### src/rtl/interval_timer_if.sv
// interval_timer_if.sv - FSM-to-timer bundle: start/interval request, programming strobe, expired/1 Hz status
//
// Signals:
//   start_timer     1-cycle (re)start request
//   interval        duration select sampled with start_timer
//   Prog_Sync       program strobe, loads Time_Value into the register chosen by Time_Param_Sel
//   Time_Param_Sel  register to program: 00 base, 01 ext, 10 yel, 11 none
//   Time_Value      new duration, seconds
//   expired         1-cycle pulse when a countdown completes
//   one_hz_enable   1-cycle pulse per second
//   remaining       live countdown value (only with TIMER_REMAIN_EN)
// Modports: master = FSM / driver side, slave = timer side.
interface interval_timer_if;
    logic       start_timer;
    logic [1:0] interval;
    logic       Prog_Sync;
    logic [1:0] Time_Param_Sel;
    logic [3:0] Time_Value;
    logic       expired;
    logic       one_hz_enable;
`ifdef TIMER_REMAIN_EN
    logic [3:0] remaining;

    modport master (
        output start_timer, interval, Prog_Sync, Time_Param_Sel, Time_Value,
        input  expired, one_hz_enable, remaining
    );
    modport slave (
        input  start_timer, interval, Prog_Sync, Time_Param_Sel, Time_Value,
        output expired, one_hz_enable, remaining
    );
`else
    modport master (
        output start_timer, interval, Prog_Sync, Time_Param_Sel, Time_Value,
        input  expired, one_hz_enable
    );
    modport slave (
        input  start_timer, interval, Prog_Sync, Time_Param_Sel, Time_Value,
        output expired, one_hz_enable
    );
`endif
endinterface

### src/rtl/interval_timer.sv
// interval_timer.sv - programmable seconds countdown with 1 Hz enable for the traffic-light FSM
//
// Ports:
//   clk         system clock, rising edge
//   Reset_Sync  synchronous reset, active-low
//   bus         interval_timer_if.slave (start_timer, interval, Prog_Sync,
//               Time_Param_Sel, Time_Value in; expired, one_hz_enable out)
// Optional feature macro: TIMER_REMAIN_EN adds bus.remaining = live count.
module interval_timer #(
    parameter int CLKS_PER_SEC = 100_000_000,
    parameter int T_BASE_DEF   = 6,
    parameter int T_EXT_DEF    = 3,
    parameter int T_YEL_DEF    = 2
) (
    input  logic             clk,
    input  logic             Reset_Sync,
    interval_timer_if.slave  bus
);
    localparam int                DIV_W    = (CLKS_PER_SEC > 2) ? $clog2(CLKS_PER_SEC) : 1;
    localparam logic [DIV_W-1:0]  DIV_LAST = DIV_W'(CLKS_PER_SEC - 1);

    typedef enum logic {
        IDLE = 1'b0,
        RUN  = 1'b1
    } state_t;

    state_t           state_q, state_d;
    logic [3:0]       count_q, count_d;
    logic             expired_q, expired_d;
    logic [DIV_W-1:0] div_q;
    logic             one_hz_q;
    logic [3:0]       t_base_q, t_ext_q, t_yel_q;
    logic [3:0]       sel_dur;
    logic [3:0]       prog_val;
    logic             tick;
    logic             start;
    logic             prog;

    assign start = bus.start_timer;
    assign prog  = bus.Prog_Sync;

    // The countdown uses the divider terminal count directly so that the
    // decrement lands on the same edge that raises one_hz_enable; this makes
    // expiry land exactly N*CLKS_PER_SEC edges after the start edge.
    assign tick = (div_q == DIV_LAST);

    // A zero duration would never expire, so it is stored as one second.
    assign prog_val = (bus.Time_Value == 4'd0) ? 4'd1 : bus.Time_Value;

    always_comb begin
        sel_dur = t_base_q;
        case (bus.interval)
            2'b01:   sel_dur = t_ext_q;
            2'b10:   sel_dur = t_yel_q;
            default: sel_dur = t_base_q;
        endcase
    end

    // Divider: restarting or programming realigns the second boundary.
    always_ff @(posedge clk) begin
        if (!Reset_Sync) begin
            div_q    <= '0;
            one_hz_q <= 1'b0;
        end else begin
            one_hz_q <= tick;
            if (start || prog || tick) begin
                div_q <= '0;
            end else begin
                div_q <= div_q + 1'b1;
            end
        end
    end

    always_ff @(posedge clk) begin
        if (!Reset_Sync) begin
            t_base_q <= 4'(T_BASE_DEF);
            t_ext_q  <= 4'(T_EXT_DEF);
            t_yel_q  <= 4'(T_YEL_DEF);
        end else if (prog) begin
            case (bus.Time_Param_Sel)
                2'b00:   t_base_q <= prog_val;
                2'b01:   t_ext_q  <= prog_val;
                2'b10:   t_yel_q  <= prog_val;
                default: ;
            endcase
        end
    end

    always_ff @(posedge clk) begin
        if (!Reset_Sync) begin
            state_q   <= IDLE;
            count_q   <= 4'd0;
            expired_q <= 1'b0;
        end else begin
            state_q   <= state_d;
            count_q   <= count_d;
            expired_q <= expired_d;
        end
    end

    // Priority: programming, then (re)start, then countdown. A restart on the
    // final tick therefore reloads instead of expiring.
    always_comb begin
        state_d   = state_q;
        count_d   = count_q;
        expired_d = 1'b0;
        if (prog) begin
            state_d = IDLE;
            count_d = 4'd0;
        end else if (start) begin
            state_d = RUN;
            count_d = sel_dur;
        end else if (state_q == RUN && tick && count_q != 4'd0) begin
            if (count_q == 4'd1) begin
                state_d   = IDLE;
                count_d   = 4'd0;
                expired_d = 1'b1;
            end else begin
                count_d = count_q - 4'd1;
            end
        end
    end

    assign bus.expired       = expired_q;
    assign bus.one_hz_enable = one_hz_q;
`ifdef TIMER_REMAIN_EN
    assign bus.remaining     = count_q;
`endif
endmodule

### src/flat_wrapper.sv
// flat-port wrapper written by rule: the top's interface ports become plain ports
module interval_timer_flat 
#(
    parameter int CLKS_PER_SEC = 100_000_000,
    parameter int T_BASE_DEF   = 6,
    parameter int T_EXT_DEF    = 3,
    parameter int T_YEL_DEF    = 2
)
  (clk, Reset_Sync, bus_start_timer, bus_interval, bus_Prog_Sync, bus_Time_Param_Sel, bus_Time_Value, bus_expired, bus_one_hz_enable);
  interval_timer_if bus_i ();
  input  logic clk;
  input  logic Reset_Sync;
  input wire logic [$bits(bus_i.start_timer)-1:0] bus_start_timer;
  input wire logic [$bits(bus_i.interval)-1:0] bus_interval;
  input wire logic [$bits(bus_i.Prog_Sync)-1:0] bus_Prog_Sync;
  input wire logic [$bits(bus_i.Time_Param_Sel)-1:0] bus_Time_Param_Sel;
  input wire logic [$bits(bus_i.Time_Value)-1:0] bus_Time_Value;
  output wire logic [$bits(bus_i.expired)-1:0] bus_expired;
  output wire logic [$bits(bus_i.one_hz_enable)-1:0] bus_one_hz_enable;
  assign bus_i.start_timer = bus_start_timer;
  assign bus_i.interval = bus_interval;
  assign bus_i.Prog_Sync = bus_Prog_Sync;
  assign bus_i.Time_Param_Sel = bus_Time_Param_Sel;
  assign bus_i.Time_Value = bus_Time_Value;
  assign bus_expired = bus_i.expired;
  assign bus_one_hz_enable = bus_i.one_hz_enable;
  interval_timer #(.CLKS_PER_SEC(CLKS_PER_SEC), .T_BASE_DEF(T_BASE_DEF), .T_EXT_DEF(T_EXT_DEF), .T_YEL_DEF(T_YEL_DEF)) u_core (.clk(clk), .Reset_Sync(Reset_Sync), .bus(bus_i));
endmodule
### config.mk
export PLATFORM = sky130hd
export DESIGN_NAME = interval_timer_flat
export DESIGN_NICKNAME = d
export VERILOG_FILES = /design/src/rtl/interval_timer_if.sv /design/src/rtl/interval_timer.sv /design/src/flat_wrapper.sv
export SDC_FILE = /design/constraint.sdc
export NUM_CORES = 1
export LEC_CHECK = 0
export BUFFER_PORTS_ARGS = -buffer_cell sky130_fd_sc_hd__buf_2
export CAP_MARGIN = 20
export CORE_ASPECT_RATIO = 1.2
export CORE_MARGIN = 4
export CORE_UTILIZATION = 30
export DETAILED_ROUTE_END_ITERATION = 10
export GPL_TIMING_DRIVEN = 0
export MAX_ROUTING_LAYER = met4
export RECOVER_POWER = 25
export SETUP_SLACK_MARGIN = 0.3
export SLEW_MARGIN = 10
export SYNTH_ARGS = -nofsm -noshare
export SYNTH_HDL_FRONTEND = slang
export SYNTH_SLANG_ARGS = --single-unit
### constraint.sdc
create_clock -name clk -period 1.9 [get_ports clk]
set_input_delay 0.38 -clock clk [delete_from_list [all_inputs] [get_ports clk]]
set_output_delay 0.38 -clock clk [all_outputs]
set_load 0.005 [all_outputs]
Word-level counts from Yosys, hierarchy flattened
Index checks and enable logic that the tools add are counted.
Widths: inputs -> output; s select.
{ "word_totals": {"inputBits": 12, "elab_cells": 43, "out_inout_bits": 2, "ff_bits": 46} }
{ "classes": {"n_reduce_logical": 16, "bitwise_logic": 2, "eq_ne": 6, "add_sub_neg": 2, "mux": 9} }
{ "ops": {"columns": ["op", "n"], "rows": [
  ["$add 27x1->27 const B", 1],
  ["$eq 27x27->1 const B", 1],
  ["$mux 4", 4],
  ["$pmux 4 s2", 1],
  ["$reduce_and 2->1", 4],
  ["$eq 2x1->1 const B", 2],
  ["$eq 2x2->1 const B", 2],
  ["$eq 4x1->1 const B", 1],
  ["$logic_not 4->1", 1],
  ["$mux 1", 4],
  ["$reduce_bool 2->1", 2],
  ["$reduce_bool 4->1", 1],
  ["$reduce_or 2->1", 2],
  ["$reduce_or 4->1", 1],
  ["$sub 4x1->4 const B", 1],
  ["$logic_and 1x1->1", 2],
  ["$logic_not 2->1", 1],
  ["$logic_or 1x1->1", 2],
  ["$not 1->1", 2]
]} }

Longest topological paths before layout
Gate-level depths: netlist of the first run.
{ "depth": {"word_depth": 5, "ltp_mapped": 8, "mapped_depth_nobuf": 7} }

Worst setup path after synthesis of the first run
Ideal clock, no wire load.
{ "synth_path": {"path_type": "register to register", "start": "register u_core.div_q[2]", "end": "register u_core.div_q[18]", "t_arrival_ns": 1.522, "stages_incl_launch_ff": 8, "setup_slack_ns": 0.264, "path_cell_list": "dfxtp_1 > and4_4 > nand4_4 > nor3_4 > nand2b_1 > buf_4 > buf_6 > nor2_1"} }
{ "synth_via": {"elab_chain_cells": 3, "word_cells_on_any_way": 4, "classes_between": "1 x add/sub; 1 x eq/ne; 2 x reduce/logical"} }
{ "synth_rtl": {"columns": ["element", "line", "rtl"], "rows": [
  ["start: declaration", "interval_timer.sv:30", "logic [DIV_W-1:0] div_q;"],
  ["start signal: assignment", "interval_timer.sv:69", "div_q <= div_q + 1'b1;"],
  ["branches (longest 3 deep; another with $add 27x1->27)", null, null]
]} }
Several ways; the timed one is not identified.
A chain may end at the register's enable or synchronous reset.

Final worst setup path of the first run
{ "layout_path": {"start": "register u_core.div_q[20]", "end": "register u_core.div_q[18]"} }
{ "layout_via": {"elab_chain_cells": 3} }
{ "layout_rtl": {"columns": ["element", "line", "rtl"], "rows": [
  ["$eq 27x27->1", "interval_timer.sv:45", "assign tick = (div_q == DIV_LAST);"],
  ["$logic_or 1x1->1", "interval_timer.sv:66", "if (start || prog || tick) begin"],
  ["$reduce_or 2->1 (no source line)", null, null]
]} }
Every way passes these cells.

==> results of run 1 <==
-- per-stage QoR --
stage | worst slack, ns | utilization [%]
3_3_place_gp | 0.0358 | 33.3
5_1_grt | 0.116 | 38.1
6_report | 0.254 | 38.1
3_5_place_dp | 0.0207 | 33.3
4_1_cts | 0.297 | 36.2
2_1_floorplan | 0.292 | -
-- kinds of logic (layout without fill, tap and decap cells) --
| group | count (synthesis) | in the layout | synth area share (%) |
|---|---|---|---|
| simple gates | 116 | 116 | 29.9 |
| flops | 46 | 46 | 41.2 |
| compound gates | 26 | 26 | 8.51 |
| xor+xnor | 23 | 23 | 9.01 |
| buf+inv | 16 | 49 | 3.58 |
| mux | 10 | 10 | 4.48 |
| fa+ha+maj | 6 | 6 | 3.36 |
-- tightest hold or removal path, cell delays in order --
cell     delay [ns]
buf_2          0.11
mux2i_1        0.07
nand2_1        0.05
-- metal layers --
| layer | share of wire, % | vias to the layer above | GRT usage, % |
|---|---|---|---|
| met5 | 0 | - | - |
| met4 | 0.73 | 0 | 2.88 |
| met3 | 3.1 | 5 | 2.64 |
| li1 | - | 921 | - |
| met2 | 53 | 24 | 18.8 |
| met1 | 43 | 826 | 11.7 |
-- path summary, 6_finish.rpt --
check	to	slack, ns	start
max reg2reg	u_core.div_q[18]	0.25	u_core.div_q[20]
max	u_core.div_q[18]	0.25	u_core.div_q[20]
min reg2reg	u_core.div_q[0]	0.48	u_core.div_q[0]
min	u_core.t_base_q[2]	0.35	bus_Time_Value[2]
-- flip-flops by register name, indices dropped and copies added, names as in the netlist --
register,count
u_core.t_yel_q,4
u_core.bus.expired,1
u_core.count_q,4
u_core.bus.one_hz_enable,1
u_core.t_ext_q,4
u_core.div_q,27
u_core.state_q,1
u_core.t_base_q,4
-- cells in the final DEF, fill, tap and decap left out, drive strengths merged, types with 9 or more instances in the layout --
cell | Yosys | routed
dfxtp | 46 | 46
nor2 | 30 | 30
nand2 | 23 | 23
buf | 3 | 21
clkbuf | 4 | 16
xor2 | 13 | 13
nand4 | 12 | 12
mux2i | 10 | 10
xnor2 | 10 | 10
inv | 9 | 9
-- repair_timing --
action,in CTS,in global routing
gates resized for setup,18,20
endpoints found under the setup margin,31,27
gates cloned,0,2
setup buffers,8,2
pin swaps,8,9
-- area by class of cell --
class	instances	area, um2	area share (%)
Clock inverter	3	40.0	1.45
Clock buffer	5	68.8	2.48
Multi-Input combinational cell	181	1320	47.8
Timing Repair Buffer	25	184	6.64
Inverter	9	33.8	1.22
Sequential cell	46	946	34.1
Buffer	7	61.3	2.21
Tap cell	90	113	4.07
-- power groups by stage --
stage	logic, mW	clock network (mW)	registers (mW)
final	0.136	0.725	0.984
after floorplan	0.0835	0	1.01
after detailed placement	0.120	0	1.01
after global placement	0.118	0	1.01
after CTS	0.121	0.743	0.986
after global routing	0.154	0.783	0.987
==> impl_metrics.tcl, run 1 <==
set metrics [dict create \
    yosysMostFrequentCell "dfxtp_1" \
    maxSlewViolCount 0 \
    async_flop_share_pct 0 \
    fin_hold_ws_ns 0.346 \
    p_seq_share_pct 53.4 \
    diodes 0 \
    reg2reg_depth 7 \
    critPathTopFamily "simple AND/OR/NAND/NOR gates" \
    drv_cap 0 \
    holdCritPathClass "input pin to flop" \
    via_count 1776 \
    ys_ff_latch 46 \
    antenna_found_initial 0 \
    switching_share_pct 22.8 \
    synth_area_per_cell_um2 9.20 \
    grt_pass1_vias 1690 \
    portBuffers 13 \
    fill_cells 725 \
    synth_edf_count 0 \
    clkSinkCount 46 \
    finalCriticalPeriod_ns 1.65 \
    clk_latency_ns 0.30 \
    cp.required_ns 2.10 \
    worstMarginPinSlew_ns 0.897 \
    cpPeakStageDelay_ns 0.40 \
    p_int_mw 1.42 \
    worstPathArrival_ns 1.84 \
    power_switching_mw 0.421 \
    dieArea_mm2 0.00890 \
    setup_tns_ns 0 \
    grt_pass1_wl_um 7400 \
    fp.coreArea_mm2 0.00727 \
    drc 0 \
    dp.cells 346 \
    p_clk_share_pct 39.3 \
    relSlewSlack_pct 40.0 \
    period_share_pct 86.7 \
    netlist_top_cells_count "dfxtp_1 (46), nor2_1 (30), nand2_1 (23)" \
    crit_buf_inv 2 \
    critical_path_peak_fanout 7 \
    grt_overflow 0 \
    yosysUniqueCellTypes 46 \
    dpl_cell_area_mm2 0.00242 \
    num-nets-final 293 \
    cp_slowest_cell "dfxtp_1" \
    gp_congestion 0.764 \
    wire_per_inst_um 12.7 \
    grt.total_usage_pct 10.6 \
    postRouteAntennaNets 0 \
    clockBufferDepth 2 \
    fin_cells 366 \
    status "finished clean" \
    ir_drop_mv 0.439 \
    hold_violations 0 \
    row_count 34 \
    drive_gt1_share_pct 24.3 \
    power.density_mw_per_mm2 666 \
    fin_skew_ns 0.00436 \
    design_area_mm2 0.00277 \
    syn_area_mm2 0.00224 \
    initial_utilization_pct 30.7 \
    drtIter0Drc 42 \
    p_leak_nw 1.04 \
    ys_top_cells_by_area "dfxtp_1 (41%), xor2_1 (5.1%), nor2_1 (5.0%)" \
    routed_wl_um 4640 \
    h-tree-depth 2 \
    timing.fmax_mhz 607 \
    die_w_um 86.8 \
    dp_hpwl_um 3140 \
    area_growth_pct 23.9 \
    rsz0062_at_grt "true" \
    firstDrtPassIters 4 \
    cts_tree "done" \
    io_pins 14 \
    yosysTopAreaCell "dfxtp_1" \
    crit_type "flop to flop" \
    setup_viol 0 \
    total_power_mw 1.84 \
    syn_inst 243 \
    path_cells "and4_1, nand2_1, nor3_4, nand2b_4, buf_8, clkbuf_16, nor2_1" \
    end_kind "flop" \
    ys_seq_area_share_pct 41.2 \
    yosys_warnings 0 \
    grt_max_degree 15 \
    root_buffer "clkbuf_8" \
    drt-vias-per-instance 4.85 \
    power_frac_comb_pct 7.4 \
    hold_depth 3 \
    ys.flop_type "dfxtp_1" \
    path_depth 7 \
    fp.dieH_um 103 \
    cts_buffers 5 \
    cp-start-kind "flop" \
    cts.clk_slew.worst_paths_ns 0.09 \
    yosys.area.top_type_share_pct 41.2 \
    holdBufCountCts 0 \
    synth_nets 261 \
]
Note: power is estimated with default switching activity, not from simulation.
==> inputs of run 2 (changes only) <==
==> constraint.sdc (replaced) <==
create_clock -name clk -period 1.9 [get_ports clk]
set_input_delay 0.19 -clock clk [delete_from_list [all_inputs] [get_ports clk]]
set_output_delay 0.19 -clock clk [all_outputs]
set_load 0.005 [all_outputs]
==> run 2 against run 1 <==
- via count increased by 0.34%
- cell area down 0.18%
- clock skew about the same
- sequential share of layout area rose by 0.062 points
- worst setup slack got worse by 0.056 ns
- largest power group unchanged
- highest routed layer unchanged
==> impl_metrics.tcl, run 2 (same netlist as run 1, synthesis figures left out) <==
set metrics [dict create \
    min_to "u_core.t_base_q[2]" \
    worstSetupStartpoint "u_core.div_q[4]" \
    grt.total_usage_pct 10.6 \
    top_register "u_core.div_q" \
    drtIter0Drc 41 \
    portBuffers 13 \
    dp.cells 346 \
    grt_max_degree 15 \
    ir_drop_mv 0.438 \
    cts_tree "done" \
    relSlewSlack_pct 39.5 \
    cts.clk_slew.worst_paths_ns 0.09 \
    path_cells "and4_1, buf_4, and4_1, nand4_1, xor2_1, nor2_4" \
    multiInputGateArea_mm2 0.00132 \
    hold_violations 0 \
    row_count 34 \
    critPathTopFamily "simple AND/OR/NAND/NOR gates" \
    grt_pass1_wl_um 7400 \
    postRouteAntennaNets 0 \
    setup_tns_ns 0 \
    initial_utilization_pct 30.7 \
    antenna_found_initial 0 \
    h-tree-depth 2 \
    cts_buffers 5 \
    fill_cells 728 \
    min-delay-start "bus_Time_Value[2]" \
    via_count 1782 \
    drc 0 \
    num-nets-final 293 \
    root_buffer "clkbuf_8" \
    timing.fmax_mhz 587 \
    gp_congestion 0.764 \
    clkSinkCount 46 \
    holdCritPathClass "input pin to flop" \
    crit_type "flop to flop" \
    dp_hpwl_um 3140 \
    worstPathArrival_ns 1.90 \
    crit_buf_inv 1 \
    finalCriticalPeriod_ns 1.70 \
    io_pins 14 \
    drv_cap 0 \
    fin_cells 366 \
    reg2reg_from "u_core.div_q[4]" \
    grt_overflow 0 \
    worstMarginPinSlew_ns 0.906 \
    critical_path_peak_fanout 5 \
    period_share_pct 89.6 \
    routed_wl_um 4640 \
    fin_hold_ws_ns 0.156 \
    p_leak_nw 1.03 \
    end_kind "flop" \
    power.density_mw_per_mm2 666 \
    grt_pass1_vias 1690 \
    layout_common_cells "dfxtp_1 (34), nand2_1 (23), nor2_1 (23)" \
    cp-start-kind "flop" \
    clockBufferDepth 2 \
    area_growth_pct 23.7 \
    regArea_um2 946 \
    rsz0062_at_grt "true" \
    cp_slowest_cell "dfxtp_2" \
    hold_depth 3 \
    layout_commonest_cell "dfxtp_1" \
    drt-vias-per-instance 4.87 \
    cp.required_ns 2.09 \
    reg2reg_depth 6 \
    cpPeakStageDelay_ns 0.35 \
    wire_per_inst_um 12.7 \
    dieArea_mm2 0.00890 \
    clk_latency_ns 0.30 \
    timing.rr.end "u_core.div_q[25]" \
    status "finished clean" \
    drive_gt1_share_pct 23.6 \
    setup_viol 0 \
    fp.dieH_um 103 \
    die_w_um 86.8 \
    regToRegSetupSlack_ns 0.20 \
    maxSlewViolCount 0 \
    firstDrtPassIters 4 \
    critPathMostFrequentCell "and4_1" \
    fp.coreArea_mm2 0.00727 \
    dpl_cell_area_mm2 0.00242 \
    fin_skew_ns 0.00456 \
    largest_reg_flops 27 \
    design_area_mm2 0.00277 \
    diodes 0 \
]
-- run 2: worst register-to-register path, stage by stage, from the launching register on --
cell	delay, ns
dfxtp_2	0.35
and4_1	0.34
buf_4	0.16
and4_1	0.31
nand4_1	0.14
xor2_1	0.25
nor2_4	0.06
-- run 2: worst max-delay path by stage --
stage,cells after the start,endpoint,slack [ns]
floorplan,7,u_core.div_q[13],0.29
global placement,7,u_core.div_q[20],0.04
detailed placement,7,u_core.div_q[17],0.02
CTS,7,u_core.div_q[17],0.30
global route,7,u_core.div_q[18],0.11
finish,6,u_core.div_q[25],0.20
-- run 2: what timing repair did --
action,in CTS,in global routing
hold buffers,0,0
buffers inserted,8,2
cloned,0,2
resized for setup,18,19
pin swaps,8,9
setup endpoints to repair,31,27
-- run 2: metal layers --
metal	GRT usage [%]	routed length (um)	up-vias
li1	-	-	921
met4	2.88	34	0
met3	2.64	136	5
met1	11.7	2010	834
met5	-	0	-
met2	18.8	2460	22
-- run 2: metrics by stage --
step	total power [mW]	worst slack, ns	util [%]
after floorplan	1.09	0.292	-
after global placement	1.13	0.0358	33.3
after detailed placement	1.13	0.0207	33.3
after CTS	1.85	0.297	36.2
after global routing	1.92	0.106	38.0
final	1.84	0.197	38.0
-- run 2: final cells by class --
cell class	count	share of cell area, %
clock buffer	5	2.49
clock inverter	3	1.45
tap	90	4.07
sequential	46	34.2
multi-input combinational	181	47.7
buffer	7	2.22
inverter	9	1.22
timing repair buffer	25	6.65
-- run 2: power breakdown --
group	total [mW]	switching (mW)	internal (mW)
combinational	0.136	0.0720	0.0637
clock	0.722	0.334	0.388
sequential	0.984	0.0118	0.972
total	1.84	0.418	1.42
